===== src/rtl/mem_bus_arbiter.sv =====
// Two-master round-robin arbiter for the shared 12-bit address / 16-bit data bus.
// Define ARB_KBD_PROTECT_EN to block m1 accesses to the keyboard ports.
module mem_bus_arbiter #(
    parameter int unsigned MAX_BURST = 8,
    parameter logic [11:0] PARK_ADDR = 12'h000
) (
    input  logic        clk,
    input  logic        rst_n,
    input  logic        m0_req,
    input  logic [11:0] m0_addr,
    input  logic [15:0] m0_wdata,
    input  logic        m0_we,
    output logic        m0_gnt,
    input  logic        m1_req,
    input  logic [11:0] m1_addr,
    input  logic [15:0] m1_wdata,
    input  logic        m1_we,
    output logic        m1_gnt,
    output logic        m1_err,
    output logic [15:0] rdata,
    output logic [11:0] bus_addr,
    output logic [15:0] bus_dout,
    output logic        bus_we,
    input  logic [15:0] bus_din
);

    typedef enum logic [1:0] {
        S_IDLE,
        S_OWN0,
        S_OWN1
    } state_t;

    localparam logic [7:0] LP_LAST = 8'(MAX_BURST - 1);

    state_t     r_state;
    logic [7:0] r_cnt;
    logic       r_last;
    logic       r_m0_gnt;
    logic       r_m1_gnt;

    logic       w_lim;
    logic       w_m0_act;
    logic       w_m1_act;
    logic       w_m1_blk;

    assign w_lim = (r_cnt == LP_LAST);

    always_ff @(posedge clk or negedge rst_n) begin
        if (!rst_n) begin
            r_state  <= S_IDLE;
            r_cnt    <= 8'd0;
            r_last   <= 1'b1;
            r_m0_gnt <= 1'b0;
            r_m1_gnt <= 1'b0;
        end else begin
            unique case (r_state)
                S_IDLE: begin
                    r_cnt <= 8'd0;
                    if (m0_req && (!m1_req || r_last)) begin
                        r_state  <= S_OWN0;
                        r_last   <= 1'b0;
                        r_m0_gnt <= 1'b1;
                    end else if (m1_req) begin
                        r_state  <= S_OWN1;
                        r_last   <= 1'b1;
                        r_m1_gnt <= 1'b1;
                    end
                end
                S_OWN0: begin
                    if (!m0_req || (m1_req && w_lim)) begin
                        r_cnt    <= 8'd0;
                        r_m0_gnt <= 1'b0;
                        if (m1_req) begin
                            r_state  <= S_OWN1;
                            r_last   <= 1'b1;
                            r_m1_gnt <= 1'b1;
                        end else begin
                            r_state <= S_IDLE;
                        end
                    end else if (!w_lim) begin
                        r_cnt <= r_cnt + 8'd1;
                    end
                end
                S_OWN1: begin
                    if (!m1_req || (m0_req && w_lim)) begin
                        r_cnt    <= 8'd0;
                        r_m1_gnt <= 1'b0;
                        if (m0_req) begin
                            r_state  <= S_OWN0;
                            r_last   <= 1'b0;
                            r_m0_gnt <= 1'b1;
                        end else begin
                            r_state <= S_IDLE;
                        end
                    end else if (!w_lim) begin
                        r_cnt <= r_cnt + 8'd1;
                    end
                end
                default: begin
                    r_state  <= S_IDLE;
                    r_cnt    <= 8'd0;
                    r_m0_gnt <= 1'b0;
                    r_m1_gnt <= 1'b0;
                end
            endcase
        end
    end

`ifdef ARB_KBD_PROTECT_EN
    // m1 must not consume keyboard acknowledges
    assign w_m1_blk = r_m1_gnt && m1_req &&
                      ((m1_addr == 12'h900) || (m1_addr == 12'h901));
`else
    assign w_m1_blk = 1'b0;
`endif

    assign w_m0_act = r_m0_gnt && m0_req;
    assign w_m1_act = r_m1_gnt && m1_req && !w_m1_blk;

    always_comb begin
        bus_addr = PARK_ADDR;
        bus_dout = 16'h0000;
        bus_we   = 1'b0;
        if (w_m0_act) begin
            bus_addr = m0_addr;
            bus_dout = m0_wdata;
            bus_we   = m0_we;
        end else if (w_m1_act) begin
            bus_addr = m1_addr;
            bus_dout = m1_wdata;
            bus_we   = m1_we;
        end
    end

    assign rdata  = w_m1_blk ? 16'hF345 : bus_din;
    assign m1_err = w_m1_blk;
    assign m0_gnt = r_m0_gnt;
    assign m1_gnt = r_m1_gnt;

endmodule


===== config.mk =====
export PLATFORM = sky130hd
export DESIGN_NAME = mem_bus_arbiter
export DESIGN_NICKNAME = d
export VERILOG_FILES = /design/src/rtl/mem_bus_arbiter.sv
export SDC_FILE = /design/constraint.sdc
export NUM_CORES = 1
export LEC_CHECK = 0
export ABC_AREA = 1
export BUFFER_PORTS_ARGS = -buffer_cell sky130_fd_sc_hd__buf_2
export CAP_MARGIN = 20
export CORE_MARGIN = 2
export CORE_UTILIZATION = 38
export DETAILED_ROUTE_END_ITERATION = 16
export GPL_ROUTABILITY_DRIVEN = 0
export MAX_ROUTING_LAYER = met4
export PLACE_DENSITY = 0.82
export SLEW_MARGIN = 20
export SYNTH_ARGS = -nofsm -noshare
export SYNTH_HDL_FRONTEND = slang
export SYNTH_SLANG_ARGS = --single-unit

===== constraint.sdc =====
create_clock -name clk -period 1.7 [get_ports clk]
set_input_delay 0.17 -clock clk [delete_from_list [all_inputs] [get_ports clk]]
set_output_delay 0.17 -clock clk [all_outputs]
set_load 0.01 [all_outputs]

==> impl_results.html, run 1 <==
<table>
<tr><th>Metric</th><th>Value</th></tr>
<tr><th colspan="2">Power</th></tr>
<tr><td>Final Power</td><td>1.92 mW</td></tr>
<tr><td>Leak pwr</td><td>1.09 nW</td></tr>
<tr><td>Cell Pwr Density</td><td>1040 mW/mm²</td></tr>
<tr><td>Worst ir drop on vdd</td><td>0.000689 V</td></tr>
<tr><th colspan="2">Timing</th></tr>
<tr><td>Post-layout minimum cycle time</td><td>1450 ps</td></tr>
<tr><td>Final worst-path cycle share</td><td>85.5%</td></tr>
<tr><td>Final-layout worst hold slack</td><td>339 ps</td></tr>
<tr><td>Fin. Hold Viols</td><td>0</td></tr>
<tr><td>Setup repair after global routing missed its margin</td><td>no</td></tr>
<tr><td>TNS Setup</td><td>0 ps</td></tr>
<tr><td>Max-slew violation count</td><td>0</td></tr>
<tr><td>Worst clock skew</td><td>5.76 ps</td></tr>
<tr><td>Count of endpoints failing setup in the final report</td><td>0</td></tr>
<tr><td>Max frequency</td><td>688 MHz</td></tr>
<tr><th colspan="2">Synth</th></tr>
<tr><td>Part of the Yosys area used for sequential elements</td><td>22.8%</td></tr>
<tr><td>Post-synthesis register bit count</td><td>13</td></tr>
<tr><td>Area share of the largest cell type after synthesis</td><td>21.0%</td></tr>
<tr><td>EDFF count, synth</td><td>0</td></tr>
<tr><td>Number of instances in the synthesized netlist</td><td>226</td></tr>
<tr><td>Synth Area per Inst</td><td>6.33 µm²</td></tr>
<tr><td>Mapped Area</td><td>0.00143 mm²</td></tr>
<tr><td>Most frequent cell after synthesis</td><td>nand3_1</td></tr>
<tr><td>Top cell types by occurrence after synthesis</td><td>39 x nand3_1, 38 x inv_1, 32 x nand2_1</td></tr>
<tr><td>FFs w/ async S/R, synth</td><td>100%</td></tr>
<tr><td>Biggest area consumer among synthesized cells</td><td>dfrtp_1</td></tr>
<tr><td>Largest cells by area after synthesis</td><td>dfrtp_1 21%, nand3_1 14%, inv_1 10%, buf_4 9.4%, nand2_1 8.4%</td></tr>
<tr><td>Synth warnings</td><td>0</td></tr>
<tr><td>Main flop type after synthesis</td><td>dfrtp_1</td></tr>
<tr><td>Post-Syn Nets</td><td>309</td></tr>
<tr><td>Number of distinct library cells after synthesis</td><td>28</td></tr>
<tr><th colspan="2">Routing</th></tr>
<tr><td>DRC viols</td><td>0</td></tr>
<tr><td>Detailed router's first-iteration violation count</td><td>66</td></tr>
<tr><td>Vias post-DR</td><td>1605</td></tr>
<tr><td>Total iterations of the first detailed-routing run</td><td>4</td></tr>
<tr><td>Routed Antenna Nets</td><td>0</td></tr>
<tr><td>Vias per cell</td><td>4.64</td></tr>
<tr><td>Routed Wire Length</td><td>3700 µm</td></tr>
<tr><td>Detail-routed net length per standard cell</td><td>10.7 µm</td></tr>
<tr><th colspan="2">Cells and area</th></tr>
<tr><td>Filler cell count in the final layout</td><td>385</td></tr>
<tr><td>Antenna cell count</td><td>0</td></tr>
<tr><td>Layout Area Growth over Synthesis</td><td>28.8%</td></tr>
<tr><td>Fraction of layout cells with a size suffix above 1</td><td>36.9%</td></tr>
<tr><td>Net count of the finished layout</td><td>382</td></tr>
<tr><td>Final instance area</td><td>0.00184 mm²</td></tr>
<tr><th colspan="2">Flow run</th></tr>
<tr><td>Max capacitance violation total</td><td>0</td></tr>
<tr><th colspan="2">CTS</th></tr>
<tr><td>H-tree lvl count</td><td>1</td></tr>
<tr><td>CTS clk-pin slew, worst paths</td><td>60 ps</td></tr>
<tr><td>Cts bufs inserted</td><td>3</td></tr>
<tr><td>Sinks on Clock Net</td><td>13</td></tr>
<tr><td>Buffer depth of the longest clock path</td><td>2</td></tr>
<tr><td>Clock tree from TritonCTS</td><td>built</td></tr>
<tr><td>Post-CTS sizing</td><td>0</td></tr>
<tr><td>Root cell of the clock tree</td><td>clkbuf_8</td></tr>
<tr><td>Insertion delay to the later sink of the worst-skew pair</td><td>240 ps</td></tr>
<tr><th colspan="2">Critical path</th></tr>
<tr><td>Critical path capture point type</td><td>output port</td></tr>
<tr><td>Largest fanout of any net on the critical path</td><td>29</td></tr>
<tr><td>Kind of launch point of the worst setup path</td><td>flip-flop</td></tr>
<tr><td>Delay of the slowest critical-path stage</td><td>370 ps</td></tr>
<tr><td>Series of cell instances along the critical path</td><td>nand2_1 -&gt; nand3_1 -&gt; buf_4 -&gt; o21ai_0 -&gt; buf_2</td></tr>
<tr><td>Worst path arrival time</td><td>1280 ps</td></tr>
<tr><td>Critical setup path kind</td><td>flip-flop to output port</td></tr>
<tr><td>CP Data Required Time</td><td>1530 ps</td></tr>
<tr><td>Cell with the largest stage delay on the worst path</td><td>dfrtp_1</td></tr>
<tr><th colspan="2">Floorplan</th></tr>
<tr><td>Number of placement rows</td><td>22</td></tr>
<tr><td>Horizontal die dimension</td><td>65.4 µm</td></tr>
<tr><td>Height of the chip</td><td>65.4 µm</td></tr>
<tr><td>Area of the die</td><td>0.00427 mm²</td></tr>
<tr><td>Top-level I/O count</td><td>126</td></tr>
<tr><td>Area of the placeable core</td><td>0.00363 mm²</td></tr>
<tr><td>Starting density of the core</td><td>39.4%</td></tr>
<tr><th colspan="2">Global routing</th></tr>
<tr><td>Maximum number of pins on one net before global-route repair</td><td>37</td></tr>
<tr><td>First-pass GRT wire length</td><td>5710 µm</td></tr>
<tr><td>Antenna violations before repair</td><td>0</td></tr>
<tr><td>Overflow left after global routing</td><td>0</td></tr>
<tr><td>Vias in the first global route</td><td>1350</td></tr>
<tr><td>Global Route Usage Sum</td><td>17.3%</td></tr>
<tr><th colspan="2">Outcome</th></tr>
<tr><td>Status</td><td>complete, no violations</td></tr>
<tr><th colspan="2">Placed design</th></tr>
<tr><td>Post-DP HPWL</td><td>2910 µm</td></tr>
<tr><td>Placement-stage cell area</td><td>0.00179 mm²</td></tr>
<tr><td>Number of buffer cells added on primary ports</td><td>92</td></tr>
<tr><th colspan="2">Min path</th></tr>
<tr><td>Hold Path Class</td><td>input port to async pin</td></tr>
</table>
==> sequential cells by signal (all words and copies together) (netlist names) <==
register and cells:
r_cnt 8, r_last 1, m0_gnt 1, m1_gnt 1, r_state 2
==> through the flow <==
| stage | setup WS [ps] | utilization, % | cells |
|---|---|---|---|
| 2_1_floorplan | 453 | - | 226 |
| 4_1_cts | 232 | 50.8 | 346 |
| 6_report | 246 | 50.8 | 346 |
| 3_3_place_gp | 394 | 49.2 | 341 |
| 3_5_place_dp | 348 | 49.2 | 341 |
| 5_1_grt | 134 | 50.8 | 346 |
==> critical path: cells and delay by family (launching register included) <==
family | cells | cell delay [ps]
and+or+nand+nor | 2 | 120
buffers and inverters | 2 | 370
DFF | 1 | 370
AOI/OAI and AO/OA | 1 | 170
==> layout by cell type (no fill, tap or decap), types with 2 or more instances in the layout <==
cell,count
or2_2,2
nand3_1,39
nor2_1,16
a21oi_1,4
ha_1,5
nand2_1,32
nand3_2,2
xor2_1,4
inv_1,38
nand2_2,2
nand2_4,2
clkbuf_8,3
buf_2,92
o21ai_0,21
dfrtp_1,12
buf_4,3
o21ai_1,10
==> path summary, 6_finish.rpt <==
path | start | end | slack, ps | cells after the start
max | m0_gnt$_DFFE_PN0P_ | bus_dout[14] | 250 | 5
min | rst_n | r_cnt[7]$_DFF_PN0_ | 340 | 2
max reg2reg | r_cnt[0]$_DFF_PN0_ | r_state[1]$_DFFE_PN0P_ | 340 | 8
min reg2reg | r_last$_DFFE_PN1P_ | r_last$_DFFE_PN1P_ | 480 | 2
max in group asynchronous | rst_n | r_last$_DFFE_PN1P_ | 1080 | 2
min in group clk | bus_din[13] | rdata[13] | 340 | 0
==> kinds of logic (layout without fill, tap and decap cells) <==
logic type	Yosys count	in the layout	synth area share, %
DFF	13	13	22.8
buffers and inverters	67	139	23.2
xor gates and xnor gates	5	5	3.06
AOI/OAI and AO/OA	37	37	13.2
adders and majority gates	5	5	4.37
other	1	1	0.262
and+or+nand+nor	98	98	33.1
==> per-layer routing <==
layer / wire length [µm] / GRT usage, % / part of all wire (%) / vias up
met3: 282 / 4.62 / 7.6 / 4
met1: 1480 / 18.2 / 40 / 703
met5: 0 / - / 0 / -
li1: - / - / - / 843
met2: 1910 / 32.3 / 52 / 55
met4: 27 / 3.39 / 0.73 / 0
==> repair_timing <==
item / CTS / global route
endpoints found under the hold margin: 12 / 0
buffers inserted: 0 / 0
hold buffers: 1 / 0
==> power by group <==
part / internal (mW) / total [mW] / switching, mW
clock network: 0.165 / 0.274 / 0.109
registers: 0.387 / 0.445 / 0.0579
logic: 0.476 / 1.20 / 0.722
==> final cells by class <==
type                            count  area (µm²)  area share, %
Inverter                           39         146           7.94
Tap cell                           48        60.1           3.26
Multi-Input combinational cell    146         773           41.9
Timing Repair Buffer               96         493           26.7
Sequential cell                    13         327           17.7
Clock buffer                        4        45.0           2.44
Note: power is estimated with default switching activity, not from simulation.
==> inputs of run 2 (changes only) <==
REMOVE_ABC_BUFFERS = 1   (was unset)
==> run 2 against run 1 <==
  * Fmax is 1.7% lower
  * Cell area is the same
  * First-iteration DRC count is 26% lower
  * Sequential power is essentially flat
  * Routed wire length is 16% higher
  * Setup slack got worse by 24 ps
  * Global-route usage grew 3.7 points
  * Non-clock buffer count is the same
  * Core utilization unchanged
==> impl_results.html, run 2 (synthesis results as in run 1) <==
<table>
<tr><th>Metric</th><th>Value</th></tr>
<tr><th colspan="2">Outcome</th></tr>
<tr><td>Status</td><td>complete, no violations</td></tr>
<tr><th colspan="2">CTS</th></tr>
<tr><td>Root cell of the clock tree</td><td>clkbuf_8</td></tr>
<tr><td>Buffer depth of the longest clock path</td><td>2</td></tr>
<tr><td>Clock tree from TritonCTS</td><td>built</td></tr>
<tr><td>Setup bufs post-CTS</td><td>0</td></tr>
<tr><td>Insertion delay to the later sink of the worst-skew pair</td><td>240 ps</td></tr>
<tr><td>H-tree lvl count</td><td>1</td></tr>
<tr><td>Sinks on Clock Net</td><td>13</td></tr>
<tr><td>CTS clk-pin slew, worst paths</td><td>50 ps</td></tr>
<tr><td>Post-CTS sizing</td><td>0</td></tr>
<tr><td>Cts bufs inserted</td><td>3</td></tr>
<tr><th colspan="2">Routing</th></tr>
<tr><td>DRC viols</td><td>0</td></tr>
<tr><td>Vias post-DR</td><td>1623</td></tr>
<tr><td>Total iterations of the first detailed-routing run</td><td>4</td></tr>
<tr><td>Routed Antenna Nets</td><td>0</td></tr>
<tr><td>Routed Wire Length</td><td>4310 µm</td></tr>
<tr><td>Detail-routed net length per standard cell</td><td>12.4 µm</td></tr>
<tr><td>Vias per cell</td><td>4.69</td></tr>
<tr><td>Detailed router's first-iteration violation count</td><td>49</td></tr>
<tr><th colspan="2">Timing</th></tr>
<tr><td>Final-layout worst hold slack</td><td>340 ps</td></tr>
<tr><td>Max frequency</td><td>677 MHz</td></tr>
<tr><td>Final worst-path cycle share</td><td>87.0%</td></tr>
<tr><td>Post-layout minimum cycle time</td><td>1480 ps</td></tr>
<tr><td>Setup repair after global routing missed its margin</td><td>no</td></tr>
<tr><td>Count of endpoints failing setup in the final report</td><td>0</td></tr>
<tr><td>Max-slew violation count</td><td>0</td></tr>
<tr><td>Fin. Hold Viols</td><td>0</td></tr>
<tr><td>Worst clock skew</td><td>2.26 ps</td></tr>
<tr><th colspan="2">Placed design</th></tr>
<tr><td>Number of buffer cells added on primary ports</td><td>92</td></tr>
<tr><td>Post-DP HPWL</td><td>3520 µm</td></tr>
<tr><th colspan="2">Critical path</th></tr>
<tr><td>Origin of the worst setup path</td><td>m0_gnt$_DFFE_PN0P_</td></tr>
<tr><td>Setup crit end</td><td>bus_dout[15]</td></tr>
<tr><td>Worst path arrival time</td><td>1310 ps</td></tr>
<tr><td>Slack of the worst reg-to-reg path</td><td>330 ps</td></tr>
<tr><td>Critical path capture point type</td><td>output port</td></tr>
<tr><td>Critical R2R Launch</td><td>r_state[0]$_DFFE_PN0P_</td></tr>
<tr><td>CP Data Required Time</td><td>1530 ps</td></tr>
<tr><td>Critical setup path kind</td><td>flip-flop to output port</td></tr>
<tr><td>Reg-to-reg endpoint</td><td>r_state[1]$_DFFE_PN0P_</td></tr>
<tr><td>Largest fanout of any net on the critical path</td><td>29</td></tr>
<tr><td>Depth of the worst register-to-register path</td><td>8</td></tr>
<tr><td>Kind of launch point of the worst setup path</td><td>flip-flop</td></tr>
<tr><th colspan="2">Cells and area</th></tr>
<tr><td>Largest registers ranked by flip-flop count</td><td>r_cnt x8, r_state x2</td></tr>
<tr><td>Layout Area Growth over Synthesis</td><td>28.8%</td></tr>
<tr><td>Net count of the finished layout</td><td>382</td></tr>
<tr><td>Filler cell count in the final layout</td><td>406</td></tr>
<tr><td>Largest register FFs</td><td>8</td></tr>
<tr><td>Register ranked first by flip-flop count</td><td>r_cnt</td></tr>
<tr><td>Fraction of layout cells with a size suffix above 1</td><td>36.9%</td></tr>
<tr><td>Most common cell after layout, fill and taps aside</td><td>buf_2</td></tr>
<tr><td>Antenna cell count</td><td>0</td></tr>
<tr><td>Area of combinational cells with multiple inputs</td><td>773 µm²</td></tr>
<tr><td>Commonest non-fill, non-tap cells in the layout</td><td>92 x buf_2, 39 x nand3_1, 38 x inv_1</td></tr>
<tr><td>Area used by sequential logic in the layout</td><td>327 µm²</td></tr>
<tr><th colspan="2">Global routing</th></tr>
<tr><td>Antenna violations before repair</td><td>0</td></tr>
<tr><td>Vias in the first global route</td><td>1474</td></tr>
<tr><td>Met3 usage in global routing</td><td>6.51%</td></tr>
<tr><td>Met2 layer usage reported by global route</td><td>34.4%</td></tr>
<tr><td>Global Route Usage Sum</td><td>21.0%</td></tr>
<tr><td>GR met1 Demand/Resource</td><td>24.5%</td></tr>
<tr><td>Most heavily used metal layer in global routing</td><td>met2</td></tr>
<tr><td>First-pass GRT wire length</td><td>6900 µm</td></tr>
<tr><td>Overflow left after global routing</td><td>0</td></tr>
<tr><td>Maximum number of pins on one net before global-route repair</td><td>32</td></tr>
<tr><th colspan="2">Floorplan</th></tr>
<tr><td>Horizontal die dimension</td><td>65.4 µm</td></tr>
<tr><td>Height of the chip</td><td>65.4 µm</td></tr>
<tr><td>Area of the die</td><td>0.00427 mm²</td></tr>
<tr><td>Top-level I/O count</td><td>126</td></tr>
<tr><td>Number of placement rows</td><td>22</td></tr>
<tr><td>Starting density of the core</td><td>39.4%</td></tr>
<tr><td>Area of the placeable core</td><td>0.00363 mm²</td></tr>
<tr><th colspan="2">Power</th></tr>
<tr><td>Final Power</td><td>1.94 mW</td></tr>
<tr><td>Cell Pwr Density</td><td>1050 mW/mm²</td></tr>
<tr><td>Leak pwr</td><td>1.09 nW</td></tr>
<tr><td>Worst ir drop on vdd</td><td>0.000514 V</td></tr>
<tr><th colspan="2">Min path</th></tr>
<tr><td>Hold Crit Start</td><td>bus_din[11]</td></tr>
<tr><td>Hold Path Class</td><td>input port to output port</td></tr>
<tr><th colspan="2">Flow run</th></tr>
<tr><td>Max capacitance violation total</td><td>0</td></tr>
</table>
run 2: cell counts in the layout (fill, tap and decap cells not counted):
Identical to the previous run, type by type.
run 2: layout make-up:
type	count	share of cell area, %
inverter	39	7.94
tap	48	3.26
sequential	13	17.7
clock buffer	4	2.44
timing repair buffer	96	26.7
multi-input combinational	146	41.9
run 2: power breakdown:
part | switching [mW] | leakage [nW] | internal, mW
combinational | 0.745 | 0.897 | 0.477
clock | 0.107 | 0.0228 | 0.165
sequential | 0.0566 | 0.172 | 0.386
total | 0.908 | 1.09 | 1.03
run 2: how the worst min path moves through the flow:
stage	to	slack, ps	depth (start not counted)
2_1_floorplan	m0_gnt$_DFFE_PN0P_	-130	0
3_3_place_gp	r_cnt[3]$_DFF_PN0_	70	1
3_5_place_dp	r_cnt[7]$_DFF_PN0_	80	1
4_1_cts	rdata[10]	340	0
5_1_grt	rdata[11]	340	0
6_report	rdata[11]	340	0
run 2: worst max-delay path, cell delays in order, from the launching register on:
cell and delay [ps]:
dfrtp_1 370, nand2_1 70, nand3_1 60, buf_4 220, o21ai_0 190, buf_2 160
run 2: stage by stage:
| step | area, µm² | worst slack (ps) | utilization (%) | instances | TNS [ps] |
|---|---|---|---|---|---|
| 3_5_place_dp | 1790 | 336 | 49.2 | 341 | 0 |
| 3_3_place_gp | 1790 | 406 | 49.2 | 341 | 0 |
| 5_1_grt | 1840 | 72.7 | 50.8 | 346 | 0 |
| 2_1_floorplan | 1250 | -183 | - | 198 | -4380 |
| 4_1_cts | 1840 | 220 | 50.8 | 346 | 0 |
| 6_report | 1840 | 222 | 50.8 | 346 | 0 |
run 2: what timing repair did:
| action | CTS | global route |
|---|---|---|
| hold buffers | 1 | 0 |
| hold endpoints to repair | 12 | 0 |
| setup endpoints to repair | 0 | 0 |
run 2: routing by layer:
metal  wire (µm)  up-vias
met4          51        0
met2        2100       77
met1        1680      699
met5           0        -
met3         472        6
li1            -      841
==> inputs of run 3 (changes only) <==
GPL_TIMING_DRIVEN = 0   (was unset)
SLEW_MARGIN = unset   (was 20)
==> run 3 against run 2 <==
  * Die area unchanged
  * Clock skew up 0.71 ps
  * Clock power hardly changed
  * Setup slack got worse by 120 ps
  * Sequential power increased by 7.7%
  * Register-to-register slack hardly changed
  * Count of clock-buffer cells in the layout decreased by 1
  * Global-route usage increased by 0.84 points
  * Core utilization is 0.83 points higher
  * Sequential share of layout area is 0.083 points lower
  * Critical path type unchanged
  * Critical endpoint is now bus_we
  * Largest power group unchanged
==> impl_results.html, run 3 (synthesis results as in run 1) <==
<table>
<tr><th>Metric</th><th>Value</th></tr>
<tr><th colspan="2">Global routing</th></tr>
<tr><td>Global Route Usage Sum</td><td>21.8%</td></tr>
<tr><td>Overflow left after global routing</td><td>0</td></tr>
<tr><td>Maximum number of pins on one net before global-route repair</td><td>38</td></tr>
<tr><td>Antenna violations before repair</td><td>0</td></tr>
<tr><td>Vias in the first global route</td><td>1470</td></tr>
<tr><td>First-pass GRT wire length</td><td>6970 µm</td></tr>
<tr><th colspan="2">CTS</th></tr>
<tr><td>H-tree lvl count</td><td>1</td></tr>
<tr><td>Buffer depth of the longest clock path</td><td>2</td></tr>
<tr><td>CTS clk-pin slew, worst paths</td><td>50 ps</td></tr>
<tr><td>Insertion delay to the later sink of the worst-skew pair</td><td>240 ps</td></tr>
<tr><td>Clock tree from TritonCTS</td><td>built</td></tr>
<tr><td>Cts bufs inserted</td><td>3</td></tr>
<tr><td>Root cell of the clock tree</td><td>clkbuf_8</td></tr>
<tr><td>Sinks on Clock Net</td><td>13</td></tr>
<tr><th colspan="2">Outcome</th></tr>
<tr><td>Status</td><td>complete, no violations</td></tr>
<tr><th colspan="2">Cells and area</th></tr>
<tr><td>Commonest non-fill, non-tap cells in the layout</td><td>92 x buf_2, 38 x inv_1, 38 x nand3_1</td></tr>
<tr><td>Net count of the finished layout</td><td>382</td></tr>
<tr><td>Final instance area</td><td>0.00187 mm²</td></tr>
<tr><td>Antenna cell count</td><td>0</td></tr>
<tr><td>Most common cell after layout, fill and taps aside</td><td>buf_2</td></tr>
<tr><td>Largest registers ranked by flip-flop count</td><td>r_cnt x8, r_state x2</td></tr>
<tr><td>Register ranked first by flip-flop count</td><td>r_cnt</td></tr>
<tr><td>Fraction of layout cells with a size suffix above 1</td><td>38.3%</td></tr>
<tr><td>Largest register FFs</td><td>8</td></tr>
<tr><td>Layout Area Growth over Synthesis</td><td>30.9%</td></tr>
<tr><td>Number of cells in the finished layout apart from fillers</td><td>346</td></tr>
<tr><th colspan="2">Timing</th></tr>
<tr><td>Slew HR</td><td>59.5%</td></tr>
<tr><td>Setup repair after global routing missed its margin</td><td>no</td></tr>
<tr><td>Count of endpoints failing setup in the final report</td><td>0</td></tr>
<tr><td>Final worst-path cycle share</td><td>93.8%</td></tr>
<tr><td>Fin. Hold Viols</td><td>0</td></tr>
<tr><td>Post-layout minimum cycle time</td><td>1590 ps</td></tr>
<tr><td>Worst clock skew</td><td>2.97 ps</td></tr>
<tr><td>Max frequency</td><td>627 MHz</td></tr>
<tr><td>TNS Setup</td><td>0 ps</td></tr>
<tr><td>Max-slew violation count</td><td>0</td></tr>
<tr><td>Final-layout worst hold slack</td><td>339 ps</td></tr>
<tr><td>Slew @ Worst Pin</td><td>607 ps</td></tr>
<tr><th colspan="2">Power</th></tr>
<tr><td>Cell Pwr Density</td><td>1070 mW/mm²</td></tr>
<tr><td>Leak pwr</td><td>1.09 nW</td></tr>
<tr><td>Worst ir drop on vdd</td><td>0.000511 V</td></tr>
<tr><th colspan="2">Routing</th></tr>
<tr><td>Detail-routed net length per standard cell</td><td>12.8 µm</td></tr>
<tr><td>DRC viols</td><td>0</td></tr>
<tr><td>Routed Wire Length</td><td>4440 µm</td></tr>
<tr><td>Routed Antenna Nets</td><td>0</td></tr>
<tr><td>Detailed router's first-iteration violation count</td><td>59</td></tr>
<tr><td>Total iterations of the first detailed-routing run</td><td>4</td></tr>
<tr><td>Vias post-DR</td><td>1636</td></tr>
<tr><td>Vias per cell</td><td>4.73</td></tr>
<tr><th colspan="2">Min path</th></tr>
<tr><td>Hold Path Class</td><td>input port to async pin</td></tr>
<tr><th colspan="2">Critical path</th></tr>
<tr><td>Largest fanout of any net on the critical path</td><td>15</td></tr>
<tr><td>Reg-to-reg endpoint</td><td>m1_gnt$_DFFE_PN0P_</td></tr>
<tr><td>CP Data Required Time</td><td>1530 ps</td></tr>
<tr><td>Critical path capture point type</td><td>output port</td></tr>
<tr><td>Cell with the largest stage delay on the worst path</td><td>dfrtp_4</td></tr>
<tr><td>Critical R2R Launch</td><td>r_cnt[0]$_DFF_PN0_</td></tr>
<tr><td>Depth of the worst register-to-register path</td><td>8</td></tr>
<tr><td>Kind of launch point of the worst setup path</td><td>flip-flop</td></tr>
<tr><td>Series of cell instances along the critical path</td><td>nand2_2 -&gt; nand3_4 -&gt; o21ai_0 -&gt; buf_2</td></tr>
<tr><td>Critical setup path kind</td><td>flip-flop to output port</td></tr>
<tr><td>Worst path arrival time</td><td>1420 ps</td></tr>
<tr><td>Delay of the slowest critical-path stage</td><td>490 ps</td></tr>
<tr><td>Slack of the worst reg-to-reg path</td><td>330 ps</td></tr>
<tr><th colspan="2">Floorplan</th></tr>
<tr><td>Area of the placeable core</td><td>0.00363 mm²</td></tr>
<tr><td>Starting density of the core</td><td>39.4%</td></tr>
<tr><td>Height of the chip</td><td>65.4 µm</td></tr>
<tr><td>Horizontal die dimension</td><td>65.4 µm</td></tr>
<tr><td>Area of the die</td><td>0.00427 mm²</td></tr>
<tr><td>Number of placement rows</td><td>22</td></tr>
<tr><td>Top-level I/O count</td><td>126</td></tr>
<tr><th colspan="2">Placed design</th></tr>
<tr><td>Post-DP HPWL</td><td>3470 µm</td></tr>
<tr><td>Placement-stage cell area</td><td>0.00177 mm²</td></tr>
<tr><td>Number of cells in the design after placement</td><td>338</td></tr>
<tr><td>Number of buffer cells added on primary ports</td><td>92</td></tr>
<tr><th colspan="2">Flow run</th></tr>
<tr><td>Max capacitance violation total</td><td>0</td></tr>
</table>
-- run 3: cell types whose count changed in the layout (fill, tap and decap cells not counted), sizes merged --
cell and change:
buf -1, clkbuf -1, clkinv +1, nand3 +1
-- run 3: how the worst max path moves through the flow --
stage / startpoint / to / slack [ps] / depth (start not counted)
2_1_floorplan: m0_gnt$_DFFE_PN0P_ / bus_addr[0] / -180 / 3
3_3_place_gp: m0_gnt$_DFFE_PN0P_ / bus_dout[15] / -650 / 4
3_5_place_dp: m0_gnt$_DFFE_PN0P_ / bus_dout[15] / -630 / 4
4_1_cts: m0_gnt$_DFFE_PN0P_ / bus_dout[8] / 100 / 4
5_1_grt: m0_gnt$_DFFE_PN0P_ / bus_we / 3 / 4
6_report: m0_gnt$_DFFE_PN0P_ / bus_we / 110 / 4
-- run 3: layer usage --
metal | vias up | track usage (%) | share of wire (%)
met5 | - | - | 0
met4 | 0 | 6.77 | 1.4
met3 | 6 | 8.22 | 11
li1 | 844 | - | -
met1 | 710 | 24.0 | 39
met2 | 76 | 36.6 | 49
-- run 3: critical path, delay by kind of cell, from the launching register on --
kind | cells | cell delay (ps)
AO/OA/AOI/OAI | 1 | 220
AND/OR/NAND/NOR | 2 | 310
flip-flops | 1 | 490
buffers and inverters | 1 | 170
-- run 3: layout make-up --
cell class / instances / area (µm²)
clock buffer: 3 / 41.3
timing repair buffer: 95 / 485
inverter: 39 / 146
sequential: 13 / 330
multi-input combinational: 147 / 806
clock inverter: 1 / 5.00
tap: 48 / 60.1
fill: 391 / 1760
-- run 3: metrics by stage --
| stage | power (mW) | worst slack, ps | util (%) |
|---|---|---|---|
| global route | 2.21 | 2.99 | 51.6 |
| floorplan | 1.20 | -183 | - |
| detailed placement | 1.63 | -632 | 48.6 |
| finish | 2.01 | 106 | 51.6 |
| CTS | 2.02 | 101 | 51.6 |
| global placement | 1.60 | -652 | 48.6 |
-- run 3: what timing repair did --
action	4_1_cts	5_1_grt
setup buffers	2	0
gates resized for setup	7	1
setup endpoints to repair	29	1
gates cloned	1	0
hold buffers	1	0
hold endpoints to repair	12	0
-- run 3: report_power, final --
part	leakage (nW)	internal [mW]	total [mW]	switching [mW]
registers	0.171	0.394	0.477	0.0824
logic	0.898	0.499	1.26	0.760
clock network	0.0255	0.162	0.270	0.108
total	1.09	1.05	2.01	0.951
